File: src/rtl/fetch_unit_if.sv
// Instruction-memory handshake between the fetch stage and instruction memory.
// The fetch side holds iREN/iaddr until ihit returns iload.
interface fetch_unit_if #(
   parameter int unsigned WORD_W = 32
);
   logic              iREN;
   logic [WORD_W-1:0] iaddr;
   logic              ihit;
   logic [WORD_W-1:0] iload;

   modport master (output iREN, iaddr, input ihit, iload);
   modport slave  (input iREN, iaddr, output ihit, iload);
endinterface

File: src/rtl/fetch_unit.sv
// Instruction fetch stage: owns the PC, issues held instruction-memory
// requests, and feeds IF/ID through a registered output plus a one-entry skid.
module fetch_unit #(
   parameter int unsigned             WORD_W  = 32,
   parameter logic [WORD_W-1:0]       PC_INIT = '0
) (
   input  logic              CLK,
   input  logic              RST,
   input  logic              halt,
   input  logic              stall_IF,
   input  logic              redirect,
   input  logic [WORD_W-1:0] redirect_pc,
   fetch_unit_if.master      imem,
   output logic [WORD_W-1:0] instruction,
   output logic [WORD_W-1:0] npc_IF,
   output logic              valid_IF
);

   typedef enum logic [1:0] {
      S_REQ    = 2'd0,
      S_HOLD   = 2'd1,
      S_DROP   = 2'd2,
      S_HALTED = 2'd3
   } state_t;

   localparam logic [WORD_W-1:0] FOUR = WORD_W'(4);

   state_t            state_q,      state_d;
   logic [WORD_W-1:0] pc_q,         pc_d;
   logic [WORD_W-1:0] target_q,     target_d;
   logic [WORD_W-1:0] instr_q,      instr_d;
   logic [WORD_W-1:0] npc_q,        npc_d;
   logic              valid_q,      valid_d;
   logic [WORD_W-1:0] skid_instr_q, skid_instr_d;
   logic [WORD_W-1:0] skid_npc_q,   skid_npc_d;
   logic              skid_vld_q,   skid_vld_d;

   logic [WORD_W-1:0] pc_plus4;
   logic [WORD_W-1:0] redir_aligned;

   assign pc_plus4      = pc_q + FOUR;
   assign redir_aligned = {redirect_pc[WORD_W-1:2], 2'b00};

   // The PC is only advanced on a completed fetch and is only loaded from the
   // redirect target once a squashed miss completes, so it always equals the
   // address currently being (or about to be) requested.
   assign imem.iREN   = (state_q == S_REQ) || (state_q == S_DROP);
   assign imem.iaddr  = pc_q;
   assign instruction = instr_q;
   assign npc_IF      = npc_q;
   assign valid_IF    = valid_q;

   // Next-state logic: halt > redirect > ihit/stall.
   always_comb begin
      state_d      = state_q;
      pc_d         = pc_q;
      target_d     = target_q;
      instr_d      = instr_q;
      npc_d        = npc_q;
      valid_d      = valid_q;
      skid_instr_d = skid_instr_q;
      skid_npc_d   = skid_npc_q;
      skid_vld_d   = skid_vld_q;

      if (halt) begin
         state_d    = S_HALTED;
         valid_d    = 1'b0;
         skid_vld_d = 1'b0;
      end else begin
         unique case (state_q)
            S_REQ: begin
               if (redirect) begin
                  valid_d    = 1'b0;
                  skid_vld_d = 1'b0;
                  if (imem.ihit) begin
                     pc_d    = redir_aligned;
                     state_d = S_REQ;
                  end else begin
                     target_d = redir_aligned;
                     state_d  = S_DROP;
                  end
               end else if (imem.ihit) begin
                  pc_d = pc_plus4;
                  if (!stall_IF) begin
                     instr_d = imem.iload;
                     npc_d   = pc_plus4;
                     valid_d = 1'b1;
                  end else begin
                     skid_instr_d = imem.iload;
                     skid_npc_d   = pc_plus4;
                     skid_vld_d   = 1'b1;
                     state_d      = S_HOLD;
                  end
               end else if (!stall_IF) begin
                  valid_d = 1'b0;
               end
            end
            S_HOLD: begin
               if (redirect) begin
                  pc_d       = redir_aligned;
                  valid_d    = 1'b0;
                  skid_vld_d = 1'b0;
                  state_d    = S_REQ;
               end else if (!stall_IF) begin
                  instr_d    = skid_instr_q;
                  npc_d      = skid_npc_q;
                  valid_d    = skid_vld_q;
                  skid_vld_d = 1'b0;
                  state_d    = S_REQ;
               end
            end
            S_DROP: begin
               valid_d = 1'b0;
               if (redirect) begin
                  target_d = redir_aligned;
               end
               // A redirect arriving with the completing response still wins.
               if (imem.ihit) begin
                  pc_d    = redirect ? redir_aligned : target_q;
                  state_d = S_REQ;
               end
            end
            S_HALTED: begin
               valid_d = 1'b0;
            end
            default: begin
               state_d = S_HALTED;
            end
         endcase
      end
   end

   // State registers with synchronous reset.
   always_ff @(posedge CLK) begin
      if (RST) begin
         state_q      <= S_REQ;
         pc_q         <= PC_INIT;
         target_q     <= '0;
         instr_q      <= '0;
         npc_q        <= PC_INIT + FOUR;
         valid_q      <= 1'b0;
         skid_instr_q <= '0;
         skid_npc_q   <= '0;
         skid_vld_q   <= 1'b0;
      end else begin
         state_q      <= state_d;
         pc_q         <= pc_d;
         target_q     <= target_d;
         instr_q      <= instr_d;
         npc_q        <= npc_d;
         valid_q      <= valid_d;
         skid_instr_q <= skid_instr_d;
         skid_npc_q   <= skid_npc_d;
         skid_vld_q   <= skid_vld_d;
      end
   end

endmodule

File: src/flat_wrapper.sv
// flat-port wrapper written by rule: the top's interface ports become plain ports
module fetch_unit_flat 
#(
   parameter int unsigned             WORD_W  = 32,
   parameter logic [WORD_W-1:0]       PC_INIT = '0
)
  (CLK, RST, halt, stall_IF, redirect, redirect_pc, instruction, npc_IF, valid_IF, imem_iREN, imem_iaddr, imem_ihit, imem_iload);
  fetch_unit_if #(.WORD_W(WORD_W)) imem_i ();
  input  logic CLK;
  input  logic RST;
  input  logic halt;
  input  logic stall_IF;
  input  logic redirect;
  input  logic [WORD_W-1:0] redirect_pc;
  output logic [WORD_W-1:0] instruction;
  output logic [WORD_W-1:0] npc_IF;
  output logic valid_IF;
  output wire logic [$bits(imem_i.iREN)-1:0] imem_iREN;
  output wire logic [$bits(imem_i.iaddr)-1:0] imem_iaddr;
  input wire logic [$bits(imem_i.ihit)-1:0] imem_ihit;
  input wire logic [$bits(imem_i.iload)-1:0] imem_iload;
  assign imem_iREN = imem_i.iREN;
  assign imem_iaddr = imem_i.iaddr;
  assign imem_i.ihit = imem_ihit;
  assign imem_i.iload = imem_iload;
  fetch_unit #(.WORD_W(WORD_W), .PC_INIT(PC_INIT)) u_core (.CLK(CLK), .RST(RST), .halt(halt), .stall_IF(stall_IF), .redirect(redirect), .redirect_pc(redirect_pc), .imem(imem_i), .instruction(instruction), .npc_IF(npc_IF), .valid_IF(valid_IF));
endmodule
File: config.mk
export PLATFORM = sky130hd
export DESIGN_NAME = fetch_unit_flat
export DESIGN_NICKNAME = d
export VERILOG_FILES = /design/src/rtl/fetch_unit_if.sv /design/src/rtl/fetch_unit.sv /design/src/flat_wrapper.sv
export SDC_FILE = /design/constraint.sdc
export NUM_CORES = 1
export LEC_CHECK = 0
export ABC_AREA = 1
export CORE_UTILIZATION = 48
export CTS_CLUSTER_DIAMETER = 100
export DETAILED_ROUTE_END_ITERATION = 7
export MAX_ROUTING_LAYER = met4
export PLACE_DENSITY = 0.82
export SLEW_MARGIN = 10
export SYNTH_ARGS = -nofsm -noshare
export SYNTH_HDL_FRONTEND = slang
export SYNTH_SLANG_ARGS = --single-unit
export TNS_END_PERCENT = 20
File: constraint.sdc
create_clock -name CLK -period 1.5 [get_ports CLK]
set_input_delay 0.225 -clock CLK [delete_from_list [all_inputs] [get_ports CLK]]
set_output_delay 0.225 -clock CLK [all_outputs]
set_load 0.02 [all_outputs]
==> results of run 1 <==
through the flow:
stage          area, sq um  utilization
2_1_floorplan         9800            -
3_3_place_gp         12700        0.648
3_5_place_dp         12700        0.648
4_1_cts              14100        0.719
5_1_grt              14900        0.760
6_report             14900        0.760
worst min-delay path: stages:
cell             delay (ns)
clkdlybuf4s50_1        0.41
inv_1                  0.06
a21oi_1                0.05
placed cells by master (no fill, tap or decap), types with 5 or more instances in the layout:
cell type	Yosys	layout
inv_4	0	7
dfxtp_1	196	175
clkbuf_16	0	24
o21ai_1	94	113
nor2_4	6	14
clkdlybuf4s50_1	0	66
nand2_1	387	354
o21ai_2	0	60
inv_2	8	6
inv_6	0	7
a21oi_4	0	13
o21ai_0	123	41
clkdlybuf4s15_1	0	7
nand2_2	4	25
nand3b_1	5	5
nor2_2	4	8
dfxtp_2	0	16
a21oi_2	0	36
buf_6	3	21
xor2_1	10	6
buf_16	0	6
a31oi_1	68	63
buf_4	7	149
nor2_1	98	86
nand3_1	23	19
nand2_4	0	11
inv_1	122	114
buf_12	0	26
dlygate4sd2_1	0	74
a21oi_1	175	126
clkbuf_2	0	8
dfxtp_4	0	5
layer usage:
metal,part of all wire,track usage,up-vias
li1,-,-,5366
met1,0.36,0.437,5640
met2,0.45,0.525,1114
met3,0.12,0.0593,307
met4,0.068,0.176,0
met5,0,-,-
power by group through the flow:
stage               logic (uW)  registers, uW  clock network, uW
CTS                       6540           6130               4350
floorplan                 2740           6500                  0
global route              8080           6280               4680
finish                    7760           6240               4450
detailed placement        5670           6230                  0
global placement          5570           6210                  0
area by class of cell:
class	instances	area, sq um	area share
clock buffers	18	429	0.0287
clock inverters	13	110	0.00738
inverters	130	538	0.0360
multi-input cells	1023	5770	0.386
flip-flops and latches	196	3960	0.265
well taps	265	332	0.0222
repair buffers	375	3790	0.254
kinds of logic after synthesis:
group / Yosys count / share of synthesized area
buffers and inverters: 233 / 0.100
DFF: 196 / 0.405
AOI/OAI and AO/OA: 469 / 0.253
xor gates and xnor gates: 14 / 0.0134
and+or+nand+nor: 535 / 0.222
adders and majority gates: 5 / 0.00645
how the worst min path moves through the flow:
stage	endpoint	slack [ns]	cells past startpoint
after floorplan	u_core.skid_instr_q[10]	0.35	2
after global placement	u_core.skid_npc_q[4]	0.44	2
after detailed placement	u_core.skid_npc_q[4]	0.46	2
after CTS	u_core.valid_IF	0.33	5
after global routing	u_core.skid_instr_q[10]	0.34	3
final	u_core.skid_instr_q[30]	0.34	3
sequential cells by signal, summed over array words and instances (netlist names):
signal               flops
u_core.imem.iaddr       32
u_core.instruction      32
u_core.npc_IF           32
u_core.skid_instr_q     32
u_core.skid_npc_q       32
u_core.skid_vld_q        1
u_core.state_q           2
u_core.target_q         32
u_core.valid_IF          1
what timing repair did:
item,4_1_cts,5_1_grt
gates resized for setup,296,211
endpoints found under the setup margin,293,217
pin swaps,16,47
gates cloned,11,9
buffers inserted,21,11
hold buffers,0,0
==> run summary, run 1 <==
vias in the first global route - 10.7k
CP Buf/Inv Count - 6
outcome - complete, but fails checks
fin nets - 1818
CTS Sinks - 196
cell taking the most area after synthesis - dfxtp_1
TritonCTS buffer count - 17
most frequent cell after synthesis - nand2_1
DRC Markers - 11
top post-synthesis cells by area - dfxtp_1 40%, nand2_1 15%, a21oi_1 9.0%
vias - 12.4k
Post-synth top cells - 387 x nand2_1, 196 x dfxtp_1, 175 x a21oi_1
Setup WS post-layout - -0.419 ns
Worst VDD drop - 891 uV
sequential share of the synthesized area - 0.405
hold crit path type - in2reg
Initial Util - 0.493
final hold slack - 0.338 ns
vias per std cell - 6.15
io pins - 168
Crit Path Class - reg2reg
Critical Path Fanout Max - 10
Power Density - 1240 nW/um^2
Final setup violation count - 200
Max Buffers Root-to-Sink - 2
async set-or-reset flop fraction in the synthesized netlist - 0
RSZ-0062 raised after global routing - yes
setup tns final - -38.36 ns
layout cells sized above 1 - 0.279
first-pass GRT wire length - 54800 um
DPL Wire Length - 20800 um
largest net degree at the start of global routing - 61
r2r worst-path depth - 10
DIE AREA - 20800 sq um
Psw - 7360 uW
CTS root buf - clkbuf_16
Final Non-Filler Cells - 2020
Logic pwr share - 0.421
Reg clk slew, reported paths - 0.08 ns
Post-DRT Antenna Nets - 0
Power Total - 18500 uW
Final Hold Viols - 0
Tightest Pin Transition - 0.451 ns
Yosys top cell area share - 0.405
Synthesized Nets - 1527
row count - 51
clk_lat worst skew - 0.45 ns
Tcrit/Tclk final - 1.28
final-layout fill cell count - 1243
CP peak stage delay - 0.37 ns
Remaining Overflow, GRT - 0
CTS tree - yes
failing checks - DRC, setup timing
Max-Cap Viols - 0
core area - 19700 sq um
top cell family by delay on the critical path - buffers and inverters
initial antenna violation count - 0
Die W - 144 um
Tot GR Track Use - 0.344
syn avg cell area - 6.68 sq um
max-slew violations - 0
Die Span Y - 144 um
pre-CTS setup slack - -0.496 ns
# diodes - 0
relative slew slack - 0.698
flops & latches, synth - 196
Sequential Power Share - 0.338
ys flop type - dfxtp_1
clock power share - 0.241
mapped cell area - 9700 sq um
Startpoint Class - flop
Synth-to-Final Area Change - 53.9%
critical path arrival - 2.25 ns
H-tree Lvls - 4
Warnings, synthesis - 0
Power Internal - 11100 uW
worst-path cell chain - buf_12 > ha_4 > nor2_4 > inv_2 > nand4_4 > clkinv_4 > buf_6 > clkbuf_16 > o211ai_1 > inv_1
synth unique cells - 33
Critical Path Stages - 10
reg-to-reg startpoint - u_core.state_q[0]
final wirelength - 41700 um
DR pass1 iterations - 8
worst r2r dst - u_core.npc_IF[6]
clk_skew - 0.0131 ns
routed len/inst - 20.6 um
Period minus WS final - 1.92 ns
worst path required time - 1.83 ns
setup slack, reg-to-reg - -0.42 ns
Mapped Cells - 1452
crit path from - u_core.state_q[0]
EDFF count, synth - 0
Max Freq - 0.521 GHz
initial drt markers - 1921
HP Start - imem_iload[30]
Worst Setup End Kind - flop
Sw Share - 0.399
# port buffers - 165
Worst Setup EP - u_core.npc_IF[6]
Slowest cell on crit path - dfxtp_4
Cells after DPL - 1945
routability cong. - 0.949
Leak Pwr - 0.00667 uW
(Power assumes the default switching activity.)
==> run 2, diff against run 1 <==
- CTS_BUF_LIST: unset -> sky130_fd_sc_hd__clkbuf_16
- SLEW_MARGIN: 10 -> 20
- TNS_END_PERCENT: 20 -> 5
==> run 2 against run 1 <==
The run ends with setup timing left. Clock power hardly changed. Sequential cell count unchanged. Maximum frequency is 12% higher. Hold slack got worse by 0.042 ns. First-iteration DRC count decreased by 25%. Utilization is 4.6 points lower. Cell count decreased by 2.7%. Wire length fell by 15%. Largest cell class unchanged.
==> run summary, run 2 (synthesized netlist as in run 1, its figures left out) <==
outcome - complete, but fails checks
failing checks - setup timing
worst path required time - 1.85 ns
commonest non-fill, non-tap cell in the layout - nand2_1
DRC Markers - 0
first-pass GRT wire length - 50900 um
clk_skew - 0.0117 ns
initial antenna violation count - 0
vias per std cell - 5.84
vias in the first global route - 10.2k
row count - 51
Final Hold Viols - 0
max-slew violations - 0
Critical Path Fanout Max - 28
final wirelength - 35300 um
Synth-to-Final Area Change - 44.5%
largest net degree at the start of global routing - 56
Initial Util - 0.493
Logic pwr share - 0.390
CTS root buf - clkbuf_16
initial drt markers - 1435
clk_lat worst skew - 0.44 ns
Max-Cap Viols - 0
Tot GR Track Use - 0.320
Post-CTS Hold Fix Bufs - 0
hold crit path type - in2reg
H-tree Lvls - 4
Sw Share - 0.374
clock power share - 0.256
Sequential Power Share - 0.354
DR pass1 iterations - 7
register area - 3950 sq um
Power Density - 1240 nW/um^2
final-layout fill cell count - 1448
setup tns final - -20.48 ns
Max Freq - 0.582 GHz
most frequent cells in the layout - 362 x nand2_1, 182 x dfxtp_1, 145 x a21oi_1, 134 x o21ai_1, 118 x inv_1
Worst VDD drop - 960 uV
Reg clk slew, reported paths - 0.07 ns
CTS tree - yes
TritonCTS buffer count - 17
Util after Layout - 0.713
Max Buffers Root-to-Sink - 2
io pins - 168
Die Span Y - 144 um
Leak Pwr - 0.00632 uW
Psw - 6510 uW
CTS Sinks - 196
vias - 11.5k
Die W - 144 um
Period minus WS final - 1.72 ns
Setup WS post-layout - -0.218 ns
core area - 19700 sq um
Final setup violation count - 193
area of the multi-input gates - 5420 sq um
DPL Wire Length - 20900 um
# port buffers - 165
Crit Path Class - reg2reg
fin nets - 1764
layout cells sized above 1 - 0.213
routed len/inst - 18.0 um
RSZ-0062 raised after global routing - yes
Worst Setup End Kind - flop
relative slew slack - 0.688
Remaining Overflow, GRT - 0
critical path arrival - 2.07 ns
Post-DRT Antenna Nets - 0
Startpoint Class - flop
Tcrit/Tclk final - 1.15
Tightest Pin Transition - 0.467 ns
# diodes - 0
routability cong. - 0.984
DIE AREA - 20800 sq um
Power Internal - 10900 uW
==> run 2: stage by stage <==
stage | instance area [sq um] | hold WS [ns] | cells | worst slack [ns] | power (uW)
global placement | 12400 | 0.436 | 1910 | -0.417 | 11600
floorplan | 9790 | 0.353 | 1452 | -0.0454 | 9240
detailed placement | 12400 | 0.452 | 1910 | -0.434 | 11700
CTS | 13500 | 0.275 | 1956 | -0.173 | 16700
global route | 14000 | 0.324 | 1966 | -0.367 | 18100
finish | 14000 | 0.296 | 1966 | -0.218 | 17400
==> run 2: worst max-delay path: stages (launching register included) <==
cell and delay (ns):
dfxtp_4 0.37, inv_4 0.09, ha_4 0.21, nand2_2 0.09
nor2_4 0.13, nand3_4 0.14, clkinv_8 0.12, buf_16 0.19
o21ai_1 0.08, a21oi_1 0.20
==> run 2: power groups by stage <==
stage	combinational (uW)	sequential, uW	clock, uW
3_3_place_gp	5430	6180	0
6_report	6800	6160	4470
5_1_grt	7210	6200	4680
2_1_floorplan	2740	6500	0
3_5_place_dp	5530	6200	0
4_1_cts	6110	6100	4440
==> run 2: area by class of cell <==
| type | instances | share of cell area |
|---|---|---|
| clock buffer | 18 | 0.0321 |
| clock inverter | 13 | 0.00777 |
| inverter | 130 | 0.0389 |
| multi-input combinational | 1023 | 0.387 |
| sequential | 196 | 0.282 |
| tap | 265 | 0.0237 |
| timing repair buffer | 321 | 0.229 |
==> run 2: metal layers <==
layer  part of all wire  vias up  track usage
met4              0.040        0        0.136
met3               0.10      171       0.0570
met1               0.39     5284        0.408
met2               0.47      768        0.496
li1                   -     5250            -
met5                  0        -            -
==> run 2: path summary, 6_finish.rpt <==
kind	startpoint	end	slack, ns	depth (start not counted)
hold reg to reg	u_core.npc_IF[4]	u_core.npc_IF[4]	0.47	2
setup / recovery	u_core.state_q[0]	u_core.skid_instr_q[16]	-0.22	9
hold / removal	redirect	u_core.state_q[1]	0.30	4
setup reg to reg	u_core.state_q[0]	u_core.skid_instr_q[16]	-0.22	9
==> run 2: repair_timing <==
action,in CTS,in global routing
hold endpoints to repair,0,0
setup buffers,9,4
setup endpoints to repair,291,210
cloned,7,8
pin swaps,20,18
resized for setup,237,173
